**src/rtl/dff_pipe.sv**
```systemverilog
// Elastic register pipeline: DEPTH valid/data stages with a valid/ready
// handshake on both ends, bubble collapse, synchronous flush and a
// registered occupancy count.
module dff_pipe #(
    parameter int unsigned       WIDTH       = 8,
    parameter int unsigned       DEPTH       = 3,
    parameter logic [WIDTH-1:0]  RESET_VALUE = '0
) (
    input  logic                         clk,
    input  logic                         reset,
    input  logic                         flush,
    input  logic                         in_valid,
    input  logic [WIDTH-1:0]             in_data,
    output logic                         in_ready,
    output logic                         out_valid,
    output logic [WIDTH-1:0]             out_data,
    input  logic                         out_ready,
    output logic [$clog2(DEPTH+1)-1:0]   count
);

    localparam int unsigned CNT_W = $clog2(DEPTH + 1);

    logic [DEPTH-1:0] v;
    logic [WIDTH-1:0] d [DEPTH];

    logic [DEPTH-1:0] r;
    logic [DEPTH-1:0] src_v;
    logic [WIDTH-1:0] src_d [DEPTH];

    logic             in_xfer;
    logic             out_xfer;
    logic [CNT_W-1:0] count_next;

    // Ready chain: a stage can load if it is empty or anything downstream
    // of it (including the consumer) can make room this cycle. Built as a
    // running OR from the output end so no signal feeds back on itself.
    always_comb begin
        logic acc;
        acc = out_ready;
        r   = '0;
        for (int i = int'(DEPTH) - 1; i >= 0; i--) begin
            acc  = acc | ~v[i];
            r[i] = acc;
        end
    end

    // Source of each stage: upstream port for stage 0, previous stage otherwise.
    always_comb begin
        src_v    = '0;
        src_v[0] = in_valid;
        src_d[0] = in_data;
        for (int i = 1; i < int'(DEPTH); i++) begin
            src_v[i] = v[i-1];
            src_d[i] = d[i-1];
        end
    end

    // Handshake outputs; flush blocks both transfers in its cycle.
    always_comb begin
        in_ready  = r[0] & ~flush & ~reset;
        out_valid = v[DEPTH-1] & ~flush;
        out_data  = d[DEPTH-1];
        in_xfer   = in_valid & in_ready;
        out_xfer  = out_valid & out_ready;
    end

    // Stage valid bits: cleared by reset or flush, otherwise follow the source when ready.
    always_ff @(posedge clk or posedge reset) begin
        if (reset) begin
            v <= '0;
        end else if (flush) begin
            v <= '0;
        end else begin
            for (int i = 0; i < int'(DEPTH); i++) begin
                if (r[i]) begin
                    v[i] <= src_v[i];
                end
            end
        end
    end

    // Stage data: loads only valid source data so idle inputs are never captured.
    always_ff @(posedge clk or posedge reset) begin
        if (reset) begin
            for (int i = 0; i < int'(DEPTH); i++) begin
                d[i] <= RESET_VALUE;
            end
        end else if (!flush) begin
            for (int i = 0; i < int'(DEPTH); i++) begin
                if (r[i] && src_v[i]) begin
                    d[i] <= src_d[i];
                end
            end
        end
    end

    // Occupancy update: net of one possible input and one possible output transfer.
    always_comb begin
        count_next = count;
        if (flush) begin
            count_next = '0;
        end else if (in_xfer && !out_xfer) begin
            count_next = count + CNT_W'(1);
        end else if (!in_xfer && out_xfer) begin
            count_next = count - CNT_W'(1);
        end
    end

    // Occupancy register.
    always_ff @(posedge clk or posedge reset) begin
        if (reset) begin
            count <= '0;
        end else begin
            count <= count_next;
        end
    end

endmodule

```
**config.mk**
```make
export PLATFORM = sky130hd
export DESIGN_NAME = dff_pipe
export DESIGN_NICKNAME = d
export VERILOG_FILES = /design/src/rtl/dff_pipe.sv
export SDC_FILE = /design/constraint.sdc
export NUM_CORES = 1
export LEC_CHECK = 0
export ABC_AREA = 1
export BUFFER_PORTS_ARGS = -buffer_cell sky130_fd_sc_hd__buf_2
export CAP_MARGIN = 10
export CELL_PAD_IN_SITES_DETAIL_PLACEMENT = 0
export CELL_PAD_IN_SITES_GLOBAL_PLACEMENT = 1
export CORE_MARGIN = 1.5
export CORE_UTILIZATION = 37
export DETAILED_ROUTE_END_ITERATION = 8
export HOLD_SLACK_MARGIN = 0.03
export PLACE_DENSITY_LB_ADDON = 0.1
export SYNTH_ARGS = -nofsm -noshare
export SYNTH_HDL_FRONTEND = slang
export SYNTH_SLANG_ARGS = --single-unit
export TNS_END_PERCENT = 20
```
**constraint.sdc**
```tcl
create_clock -name clk -period 1.26 [get_ports clk]
set_input_delay 0.252 -clock clk [delete_from_list [all_inputs] [get_ports clk]]
set_output_delay 0.252 -clock clk [all_outputs]
set_load 0.03 [all_outputs]
```
==> results by group <==
Floorplan
  • Core box area: 3340 sq um
  • Die X-Extent: 62.0 um
  • Die area: 3850 sq um
  • I/O pin count: 25
  • Die H: 62.0 um
  • Initial Util: 38.7%
  • Std cell rows: 21

Clocking
  • CTS tree: done
  • Root Driver: clkbuf_4
  • Clock Pin Slew Worst Setup and Hold Paths: 0.09 ns
  • Clk buf depth: 2
  • Clk Latency, worst-skew pair: 0.31 ns
  • CTS Buf Count: 5
  • H-Tree Depth: 2
  • Clock Sinks: 29

Critical path
  • CP startpoint: v[0]
  • Largest delay contributor family on the critical path: flip-flops
  • Critical path peak fanout: 2
  • Slowest cell delay on critical path: 0.42 ns
  • Slowest CP cell: dfrtp_1
  • WP buf/inv: 1
  • Crit path kind: flip-flop to output port
  • Setup crit start kind: flip-flop
  • Worst r2r src: v[2]
  • Critical Path AT: 1.14 ns
  • Worst Setup End Kind: output port
  • Worst Path Required: 1.01 ns
  • R2R Setup Slk: -0.04 ns
  • Critical path cell sequence: nand4_4, nand2_2, nor2_1, buf_4

Logic synthesis
  • Syn nets: 140
  • Synthesized cell area: 1290 sq um
  • Sequential fraction of the synthesis area: 56.3%
  • Synthesized instance count: 127
  • Share of the synthesized area in the top cell type: 56.3%
  • Synth warn: 0
  • Syn_area_per_cell: 10.2 sq um
  • Dominant cells by area after synthesis: dfrtp_1, nand2_1, buf_4, inv_1, mux2_2
  • Area leader, netlist: dfrtp_1
  • Yosys reg bits: 29
  • Unique masters post-synth: 17

Finish
  • Synthesis-to-layout area growth: 22.6%
  • Diode count: 0
  • Final core occ: 47.4%
  • Post-Layout Cell Count: 207
  • Share of cells above drive strength 1: 37.9%
  • Fin nets: 173

Power
  • Max rail drop VDD: 753 uV
  • PwrDens: 1450 nW/um^2
  • LEAKAGE: 0.841 nW

Run
  • Max_cap viols: 0

Placement
  • Dpl cells: 197
  • DP HPWL: 1.67 mm
  • Port bufs: 24
  • RePlAce Congestion: 0.797

STA
  • Endpoints failing hold: 0
  • Clk_skew: 0.00594 ns
  • Final worst path period share: 110%
  • Total negative setup slack: -0.444 ns
  • Final setup vio count: 12
  • Post-route minimum period: 1.39 ns
  • Final setup margin: -0.130 ns
  • Fmax: 719 MHz
  • RSZ-0062 raised after global routing: yes
  • Slew headroom: 75.7%
  • Max-slew violation count: 0
  • Least-Margin Pin Slew: 0.364 ns

GRT
  • Pin count of the biggest net entering global routing: 30
  • GRT Overall Usage: 14.0%
  • Initial antenna violation count: 0
  • Vias in the first global route: 789
  • First-pass GRT wire length: 3.71 mm
  • GR Overflow Total: 0

Min path
  • Hold WC Path Type: input port to asynchronous set/reset pin

Routing
  • Post-route ant nets: 0
  • TritonRoute pass-1 iters: 4
  • Detailed-route via count: 906
  • Routed wire length: 2.29 mm
  • Initial DRC Count: 34
  • DR vias/cell: 4.38
  • WL/cell: 11.1 um
  • DRC viols: 0

Status
  • Failing checks: setup timing
  • Status: complete, but fails checks
==> path summary, 6_finish.rpt <==
path | to | cells after the start
max in group asynchronous | out_data[6] | 3
max | in_ready | 4
min in group clk | d[23] | 2
max reg2reg | out_data[6] | 5
min | d[18] | 3
min reg2reg | out_data[3] | 2
==> stage by stage <==
| step | setup slack (ns) | power [mW] | area [sq um] | hold slack (ns) |
|---|---|---|---|---|
| after global placement | -0.0166 | 1.77 | 1480 | 0.411 |
| final | -0.130 | 2.29 | 1580 | 0.0580 |
| after global routing | -0.198 | 2.46 | 1580 | 0.0791 |
| after floorplan | 0.000711 | 1.71 | 1300 | 0.170 |
| after CTS | -0.161 | 2.33 | 1580 | 0.0526 |
| after detailed placement | -0.0157 | 1.78 | 1480 | 0.409 |
==> cells by family after synthesis <==
kind of cell           count (synthesis)  synth area share, %
buffers and inverters                 28                 11.9
XOR/XNOR                               1                0.679
AND/OR/NAND/NOR                       43                 16.3
flip-flops                            29                 56.3
multiplexers                           8                 7.86
AO/OA/AOI/OAI                         18                 6.98
==> cell type report <==
| type | count | area [sq um] |
|---|---|---|
| tap | 46 | 57.6 |
| timing repair buffer | 37 | 243 |
| clock inverter | 2 | 10.0 |
| sequential | 29 | 726 |
| fill | 353 | 1760 |
| clock buffer | 6 | 41.3 |
| inverter | 17 | 67.6 |
| multi-input combinational | 70 | 437 |
==> worst reg2reg max path, cell delays in order (launching register included) <==
cell and delay, ns:
dfrtp_1 0.43, inv_2 0.06, nor2_1 0.15, inv_1 0.09, nand3_2 0.13, mux2_2 0.34
==> synth_stat cells <==
library cell and number:
dfrtp_1 29, buf_4 9, nand4_1 5, nand3_4 1, inv_1 16, mux2_4 3, mux2_2 5, o21ai_0 10
nand4_2 1, xor2_1 1, nand3_2 2, buf_6 2, nand3_1 1, a21oi_1 8, nor2_1 13, inv_2 1
nand2_1 20
==> report_power, final <==
| part | total (mW) | leakage [nW] | switching, mW | internal (mW) |
|---|---|---|---|---|
| Combinational | 0.582 | 0.462 | 0.361 | 0.222 |
| Clock | 0.522 | 0.0320 | 0.310 | 0.212 |
| Sequential | 1.19 | 0.347 | 0.0825 | 1.10 |
==> repair_timing <==
item | in CTS | in global routing
endpoints found under the setup margin | 7 | 27
pin swaps | 4 | 1
hold endpoints to repair | 0 | 0
hold buffers | 0 | 0
gates resized for setup | 8 | 1
setup buffers | 2 | 0
==> registers in the layout, summed over array words and instances (netlist names) <==
name,flops
count,2
d,16
out_data,8
v,3
==> layout by cell type (no fill, tap or decap), drive strengths merged <==
master,Yosys,final
inv,17,16
mux2,8,8
clkbuf,0,6
clkinvlp,0,1
a21oi,8,8
clkinv,0,2
nand4,6,6
nand3,4,4
o21ai,10,10
dfrtp,29,29
xor2,1,1
nand2,20,20
nor2,13,13
buf,11,37
==> per-layer routing <==
metal	wire (um)	track usage [%]	up-vias
met5	0	0	-
met4	15	5.47	0
met3	118	6.21	2
met2	1010	17.9	22
met1	1150	20.5	410
li1	-	-	472
No activity file was read; power rests on OpenSTA's default activity.
